$ cat src/rtl/egress_port_shaper.sv
// Per-port egress stage: registered AXI4-Stream toward the MAC with a token-bucket gate on
// packet heads, PIFO sideband discarded, and per-packet byte/packet statistics.
module egress_port_shaper #(
    parameter int C_AXIS_DATA_WIDTH  = 256,
    parameter int C_AXIS_TUSER_WIDTH = 128,
    parameter int PIFO_INFO_LENGTH   = 68,
    parameter int C_S_AXI_DATA_WIDTH = 32,
    parameter int TOKEN_WIDTH        = 24
) (
    input  logic                              axis_aclk,
    input  logic                              axis_resetn,

    input  logic [C_AXIS_DATA_WIDTH-1:0]      s_axis_tdata,
    input  logic [C_AXIS_DATA_WIDTH/8-1:0]    s_axis_tkeep,
    input  logic [C_AXIS_TUSER_WIDTH-1:0]     s_axis_tuser,
    input  logic [PIFO_INFO_LENGTH-1:0]       s_axis_tpifo,
    input  logic                              s_axis_tvalid,
    input  logic                              s_axis_tlast,
    output logic                              s_axis_tready,

    output logic [C_AXIS_DATA_WIDTH-1:0]      m_axis_tdata,
    output logic [C_AXIS_DATA_WIDTH/8-1:0]    m_axis_tkeep,
    output logic [C_AXIS_TUSER_WIDTH-1:0]     m_axis_tuser,
    output logic                              m_axis_tvalid,
    output logic                              m_axis_tlast,
    input  logic                              m_axis_tready,

    input  logic                              cfg_shaper_en,
    input  logic [15:0]                       cfg_rate,
    input  logic [TOKEN_WIDTH-1:0]            cfg_bucket_max,

    output logic [C_S_AXI_DATA_WIDTH-1:0]     bytes_removed,
    output logic                              pkt_removed,
    output logic                              shaper_blocked
);

    localparam int KEEP_W = C_AXIS_DATA_WIDTH / 8;
    localparam int CNT_W  = $clog2(KEEP_W + 1);
    localparam int TW     = TOKEN_WIDTH + 1;
    localparam int AW     = TOKEN_WIDTH + 3;
    localparam logic signed [AW-1:0] TOK_MIN = {{(AW-TOKEN_WIDTH){1'b1}}, {TOKEN_WIDTH{1'b0}}};

    typedef enum logic {
        HEAD,
        BODY
    } state_t;

    state_t state_q, state_d;

    logic                          rdy_q;
    logic signed [TW-1:0]          tokens_q, tokens_d;
    logic                          gate_open;
    logic                          in_fire;
    logic                          head_fire;
    logic                          out_fire;

    logic                          skid_valid;
    logic [C_AXIS_DATA_WIDTH-1:0]  skid_tdata;
    logic [KEEP_W-1:0]             skid_tkeep;
    logic [C_AXIS_TUSER_WIDTH-1:0] skid_tuser;
    logic                          skid_tlast;

    logic [CNT_W-1:0]              beat_bytes;
    logic [C_S_AXI_DATA_WIDTH-1:0] byte_acc;

    logic signed [AW-1:0]          t_ext, rate_ext, cap_ext, len_ext;
    logic signed [AW-1:0]          t_fill, t_cap, t_next;

    logic                          unused_pifo;

    assign unused_pifo = ^s_axis_tpifo;

    function automatic logic [CNT_W-1:0] popcount(input logic [KEEP_W-1:0] v);
        logic [CNT_W-1:0] n;
        n = '0;
        for (int unsigned i = 0; i < KEEP_W; i++) begin
            n = n + CNT_W'(v[i]);
        end
        return n;
    endfunction

    // rdy_q keeps s_axis_tready low through reset and for the release cycle.
    assign gate_open      = (state_q == BODY) || !cfg_shaper_en || !tokens_q[TW-1];
    assign s_axis_tready  = rdy_q && gate_open && !skid_valid;
    assign in_fire        = s_axis_tvalid && s_axis_tready;
    assign head_fire      = in_fire && (state_q == HEAD);
    assign out_fire       = m_axis_tvalid && m_axis_tready;
    assign shaper_blocked = (state_q == HEAD) && s_axis_tvalid && cfg_shaper_en && tokens_q[TW-1];

    always_comb begin
        state_d = state_q;
        case (state_q)
            HEAD:    if (in_fire && !s_axis_tlast) state_d = BODY;
            BODY:    if (in_fire && s_axis_tlast)  state_d = HEAD;
            default: state_d = HEAD;
        endcase
    end

    // Refill, clamp to the ceiling, then deduct; computed two bits wider so nothing wraps.
    always_comb begin
        t_ext    = {{(AW-TW){tokens_q[TW-1]}}, tokens_q};
        rate_ext = {{(AW-16){1'b0}}, cfg_rate};
        cap_ext  = {{(AW-TOKEN_WIDTH){1'b0}}, cfg_bucket_max};
        len_ext  = {{(AW-16){1'b0}}, s_axis_tuser[15:0]};
        t_fill   = t_ext + rate_ext;
        t_cap    = (t_fill > cap_ext) ? cap_ext : t_fill;
        t_next   = (head_fire && cfg_shaper_en) ? (t_cap - len_ext) : t_cap;
        if (t_next < TOK_MIN) begin
            t_next = TOK_MIN;
        end
        tokens_d = t_next[TW-1:0];
    end

    always_ff @(posedge axis_aclk or negedge axis_resetn) begin
        if (!axis_resetn) begin
            state_q  <= HEAD;
            tokens_q <= '0;
            rdy_q    <= 1'b0;
        end else begin
            state_q  <= state_d;
            tokens_q <= tokens_d;
            rdy_q    <= 1'b1;
        end
    end

    // Output register plus one skid entry; s_axis_tready only sees the registered skid flag.
    always_ff @(posedge axis_aclk or negedge axis_resetn) begin
        if (!axis_resetn) begin
            m_axis_tvalid <= 1'b0;
            m_axis_tdata  <= '0;
            m_axis_tkeep  <= '0;
            m_axis_tuser  <= '0;
            m_axis_tlast  <= 1'b0;
            skid_valid    <= 1'b0;
            skid_tdata    <= '0;
            skid_tkeep    <= '0;
            skid_tuser    <= '0;
            skid_tlast    <= 1'b0;
        end else if (!m_axis_tvalid || m_axis_tready) begin
            if (skid_valid) begin
                m_axis_tvalid <= 1'b1;
                m_axis_tdata  <= skid_tdata;
                m_axis_tkeep  <= skid_tkeep;
                m_axis_tuser  <= skid_tuser;
                m_axis_tlast  <= skid_tlast;
                skid_valid    <= 1'b0;
            end else begin
                m_axis_tvalid <= in_fire;
                if (in_fire) begin
                    m_axis_tdata <= s_axis_tdata;
                    m_axis_tkeep <= s_axis_tkeep;
                    m_axis_tuser <= s_axis_tuser;
                    m_axis_tlast <= s_axis_tlast;
                end
            end
        end else if (in_fire) begin
            skid_valid <= 1'b1;
            skid_tdata <= s_axis_tdata;
            skid_tkeep <= s_axis_tkeep;
            skid_tuser <= s_axis_tuser;
            skid_tlast <= s_axis_tlast;
        end
    end

    assign beat_bytes = popcount(m_axis_tkeep);

    always_ff @(posedge axis_aclk or negedge axis_resetn) begin
        if (!axis_resetn) begin
            byte_acc      <= '0;
            bytes_removed <= '0;
            pkt_removed   <= 1'b0;
        end else begin
            pkt_removed <= 1'b0;
            if (out_fire) begin
                if (m_axis_tlast) begin
                    bytes_removed <= byte_acc + C_S_AXI_DATA_WIDTH'(beat_bytes);
                    byte_acc      <= '0;
                    pkt_removed   <= 1'b1;
                end else begin
                    byte_acc <= byte_acc + C_S_AXI_DATA_WIDTH'(beat_bytes);
                end
            end
        end
    end

endmodule

$ cat config.mk
export PLATFORM = sky130hd
export DESIGN_NAME = egress_port_shaper
export DESIGN_NICKNAME = d
export VERILOG_FILES = /design/src/rtl/egress_port_shaper.sv
export SDC_FILE = /design/constraint.sdc
export NUM_CORES = 2
export LEC_CHECK = 0
export CORE_AREA = 8 8 375 377
export DETAILED_ROUTE_END_ITERATION = 8
export DIE_AREA = 0 0 383 385
export SLEW_MARGIN = 20
export SYNTH_ARGS = -nofsm -noshare
export SYNTH_HDL_FRONTEND = slang
export SYNTH_SLANG_ARGS = --single-unit
$ cat constraint.sdc
create_clock -name axis_aclk -period 7.3 [get_ports axis_aclk]
set_input_delay 1.095 -clock axis_aclk [delete_from_list [all_inputs] [get_ports axis_aclk]]
set_output_delay 1.095 -clock axis_aclk [all_outputs]
set_load 0.03 [all_outputs]
# Yosys cells after proc, flatten, opt, wreduce, memory -nomap -nowiden
# Index checks and enable logic that the tools add are counted.
[totals]
reg_bits = 928
inputBits = 530
output_inout_bits = 453
elab_cells = 98
[classes]
addsub = 34
order_cmp = 2
muxes = 20
bitwise = 2
n_reduce_logical = 24
[op_table]
columns = ["op", "count"]
rows = [
  ["256-bit 2-to-1 mux", 2],
  ["128-bit 2-to-1 mux", 2],
  ["6-bit by 1-bit adder with 6-bit output", 26],
  ["32-bit 2-to-1 mux", 3],
  ["27-bit 2-to-1 mux", 2],
  ["32-bit by 6-bit adder with 32-bit output", 1],
  ["27-bit by 25-bit less-than comparator with 1-bit output, second input constant", 1],
  ["27-bit by 17-bit subtractor with 27-bit output", 1],
  ["25-bit by 17-bit adder with 26-bit output", 1],
  ["26-bit by 25-bit > comparator with 1-bit output", 1],
  ["25-bit 2-to-1 mux", 1],
  ["1-bit logical AND", 11],
  ["1-bit 2-to-1 mux", 9],
  ["5-bit by 1-bit adder with 6-bit output", 1],
  ["2-bit AND reduction", 3],
  ["4-bit by 1-bit adder with 5-bit output", 1],
  ["1-bit logical NOT", 5],
  ["3-bit by 1-bit adder with 4-bit output", 1],
  ["2-bit nonzero test", 2],
  ["2-bit by 1-bit adder with 3-bit output", 1],
  ["1-bit logical OR", 3],
  ["1-bit by 1-bit adder with 2-bit output", 1],
  ["1-bit NOT", 2],
  ["1-bit case mux with 2 select lines", 1],
]

# Logic depth before layout (Yosys ltp)
[depth]
ltp_word = 33
depth_mapped = 34
ltp_nobuf = 31

# Least setup slack after synthesis
# Ideal clock, no wire load.
[synth_path]
path_type = "input to register"
startpoint = "input port cfg_rate[9]"
endpoint = "register tokens_q[20]"
setup_time_ns = 0.080
t_arrival_ns = 7.583
required_ns = 7.220
slack_ns = -0.363
path_stages = 30
path_buffers = 4
cell_sequence = "ha_1 -> buf_2 -> nand3_1 -> or4_1 -> a311o_1 -> nand2_2 -> nand2_1 -> xnor2_1 -> ha_1 -> or3_1 -> o211ai_1 -> or3b_2 -> a31oi_1 -> o211a_1 -> buf_6 -> clkbuf_1 -> mux2i_1 -> ha_1 -> fa_1 -> nor2b_1 -> o21ai_0 -> a21oi_1 -> o31a_1 -> o21ai_0 -> a211oi_1 -> nor4b_2 -> a32oi_2 -> o32ai_2 -> buf_6 -> nor3_2"
[synth_via]
elab_chain_cells = 7
[synth_lines]
columns = ["item", "line", "rtl"]
rows = [
  ["start: declaration", "29", "input logic [15:0] cfg_rate,"],
  ["25-bit by 17-bit adder with 26-bit output *", "105", "t_fill = t_ext + rate_ext;"],
  ["26-bit by 25-bit > comparator with 1-bit output", "106", "t_cap = (t_fill > cap_ext) ? cap_ext : t_fill;"],
  ["27-bit 2-to-1 mux *", "106", ""],
  ["27-bit by 17-bit subtractor with 27-bit output", "107", "t_next = (head_fire && cfg_shaper_en) ? (t_cap - len_ext) : t_cap;"],
  ["27-bit 2-to-1 mux *", "107", ""],
  ["27-bit by 25-bit less-than comparator with 1-bit output", "108", "if (t_next < TOK_MIN) begin"],
  ["25-bit 2-to-1 mux *", "108", ""],
  ["net t_next[20]", "67", "logic signed [AW-1:0] t_fill, t_cap, t_next;"],
  ["end signal: assignment", "121", "tokens_q <= tokens_d;"],
  ["end: declaration", "51", "logic signed [TW-1:0] tokens_q, tokens_d;"],
]
# The timed path passes the listed nets; every way through them passes the cells marked *.
# A chain may end at the register's enable or synchronous reset.

# Worst setup path after layout
[layout_path]
startpoint = "input port cfg_rate[13]"
endpoint = "register tokens_q[11]"
# Same word-level chain as after synthesis.

==> metrics.cfg <==
[routing]
remaining_drc_errors = 0
routed_wl_um = 142000
drt_iter0_markers = 1576
wl_per_cell_um = 21.8
postRouteAntennaNets = 0
vias_per_cell = 4.76
via_count = 31117
drtPass1Iterations = 6

[clocking]
clk_latency_ns = 0.72
tritoncts = yes
cts_num_sinks = 928
cts_buffer_depth = 3
htreeDepth = 3
hold_buffers = 0
cts.clk_slew.worst_paths_ns = 0.06
root_buffer = clkbuf_16
cts_buffers = 108

[grt]
overflow = 0
grt_pass1_wl_um = 208000
grt_start_max_net_pins = 177
antenna_found_initial = 59
grt_pass1_vias = 31420
grtUsageTotal_pct = 18.5

[die]
die_w_um = 383
dieArea_um2 = 147000
core_um2 = 135000
rows = 135
pin_count = 983
initial_core_util_pct = 31.4
die_y_um = 385

[timing]
finalCriticalPeriod_ns = 7.12
drv_slew = 0
finalSetupViolCount = 0
worst_pin_slew_ns = 1.16
fin_skew_ns = 0.0521
setup_slack_ns = 0.183
holdWs_ns = 0.438
fin_crit_sh_pct = 97.5
max_slew_margin_pct = 22.5
fmax_mhz = 141
hold_violations = 0

[logic_synthesis]
ys_warn_count = 0
yosysMostFrequentCell = dfrtp_1
synth_edf_count = 0
synthTopCellsByArea = dfrtp_1 (55%), mux2_2 (11%), mux2i_1 (10%), o21ai_0 (6.3%), nand2_1 (4.7%)
netlist_area_um2 = 42300
synthesis.nets = 4298
ys_seq_area_share_pct = 54.9
synth_top_cell_by_area = dfrtp_1
synth_common_cells = dfrtp_1 (928), nand2_1 (532), o21ai_0 (529)
syn_inst = 3669
yosysTopAreaCellShare_pct = 54.9
avgSynthCellArea_um2 = 11.5
synth_flop_cell = dfrtp_1
synth_seq_cells = 928
postSynth.asyncResetShare_pct = 100
yosysUniqueCellTypes = 78

[cells_and_area]
nets = 5262
syn_to_final_growth_pct = 38.1
seqCellArea_um2 = 23200
stdcell_count = 6533
final_layout_size_suffix_gt1_share_pct = 17.2
fillers = 12629
multi_input_area_um2 = 18000
postLayoutCoreUtil_pct = 43.4

[critical_path]
worstPathArrival_ns = 7.68
max_stage_delay_ns = 0.47
timing.rr.start = tokens_q[1]
cpMaxStageDelayCell = or4_1
start_kind = primary input
crit_fanout = 6
worst-setup-path-type = primary input to flip-flop
crit_start = cfg_rate[13]
endpoint_kind = flip-flop
required_ns = 7.86

[placed_design]
place_inst = 6293
port_buffers = 914
dp_hpwl_um = 105000
pre_cts_ws_ns = -1.18
place_congestion = 0.869

[hold_path]
hp-class = primary input to asynchronous set/reset pin

[power_and_ir_drop]
swShare_pct = 37.6
vdd_drop_max_uv = 699
power_frac_clock_pct = 22.9
power_density_nw_per_um2 = 430
combPwrFrac_pct = 45.5
power_frac_seq_pct = 31.6
p_leak_nw = 24.8
internal-power_mw = 15.7
p_sw_mw = 9.44

[run]
maxCapViolCount = 0

[run_status]
outcome = finished clean

[layout make-up]
type	instances	area share, %
flip-flops and latches	928	39.8
multi-input cells	2414	30.9
repair buffers	1081	18.2
clock buffers	166	5.50
well taps	1781	3.82
clock inverters	35	1.05
inverters	100	0.643
diodes	28	0.120
[metal layers]
layer	vias to the layer above	wire length (um)	GRT usage, %
li1	14740	-	-
met1	15355	55700	21.2
met2	775	70700	32.1
met3	223	11400	6.75
met4	24	4170	5.98
met5	-	170	0
[power by group through the flow]
stage,Combinational [mW],Sequential [mW],Clock [mW]
finish,11.4,7.94,5.74
global route,12.5,8.14,6.12
CTS,11.4,7.93,5.93
detailed placement,11.4,8.00,0
global placement,11.2,7.92,0
floorplan,5.57,9.21,0
[logic make-up (layout without fill, tap and decap cells)]
logic type	after synthesis	count (layout)	share of synthesized area, %
DFF	928	928	54.9
muxes	830	830	20.9
AOI/OAI and AO/OA	692	693	9.03
other	1	29	0.00887
buffers and inverters	328	1382	3.01
xor gates and xnor gates	70	70	1.51
adders and majority gates	99	99	3.43
and+or+nand+nor	721	721	7.23
[placed cells by master, fill, tap and decap left out, drive strengths merged, types with 26 or more instances in the layout]
cell	synthesis	layout
dfrtp	928	928
clkdlybuf4s50	0	906
nand2	533	533
o21ai	530	530
mux2i	426	426
mux2	404	404
buf	15	168
clkbuf	213	166
inv	99	103
ha	71	71
nor2	60	60
a21oi	54	54
xnor2	43	43
diode	0	28
fa	28	28
xor2	27	27
nand3	26	26
[final timing paths]
path                                      to  cells after the start  slack, ns
max reg2reg                     tokens_q[11]                     31       0.57
min in group axis_aclk     m_axis_tdata[211]                      2       0.48
max in group asynchronous      skid_tuser[7]                      2       5.31
min                        m_axis_tuser[124]                      1       0.44
max                             tokens_q[11]                     32       0.18
min reg2reg                m_axis_tdata[211]                      2       0.48
[registers in the layout, indices dropped and copies added (netlist names), named ones only]
name,flops
m_axis_tkeep,32
tokens_q,25
m_axis_tlast,1
skid_tuser,128
bytes_removed,32
m_axis_tdata,256
skid_valid,1
skid_tkeep,32
rdy_q,1
byte_acc,32
m_axis_tvalid,1
skid_tdata,256
m_axis_tuser,128
pkt_removed,1
skid_tlast,1
[critical path: cells and delay by family]
family | cells | cell delay, ns
buf+inv | 5 | 1.07
fa+ha+maj | 4 | 1.12
mux | 1 | 0.25
xor+xnor | 1 | 0.18
compound gates | 14 | 2.40
simple gates | 7 | 1.59
[repair_timing]
action,4_1_cts,5_1_grt
gates resized for setup,9,45
buffers inserted,3,7
pin swaps,6,19
endpoints found under the setup margin,24,25
cloned,1,0
[metrics by stage]
stage	total power, mW	cell area, um^2	setup TNS [ns]
after floorplan	14.8	42300	0
after global placement	19.1	54200	-24.14
after detailed placement	19.4	54200	-27.11
after CTS	25.3	58100	-0.0227
after global routing	26.8	58300	-0.575
final	25.1	58400	0
(Power assumes the default switching activity.)
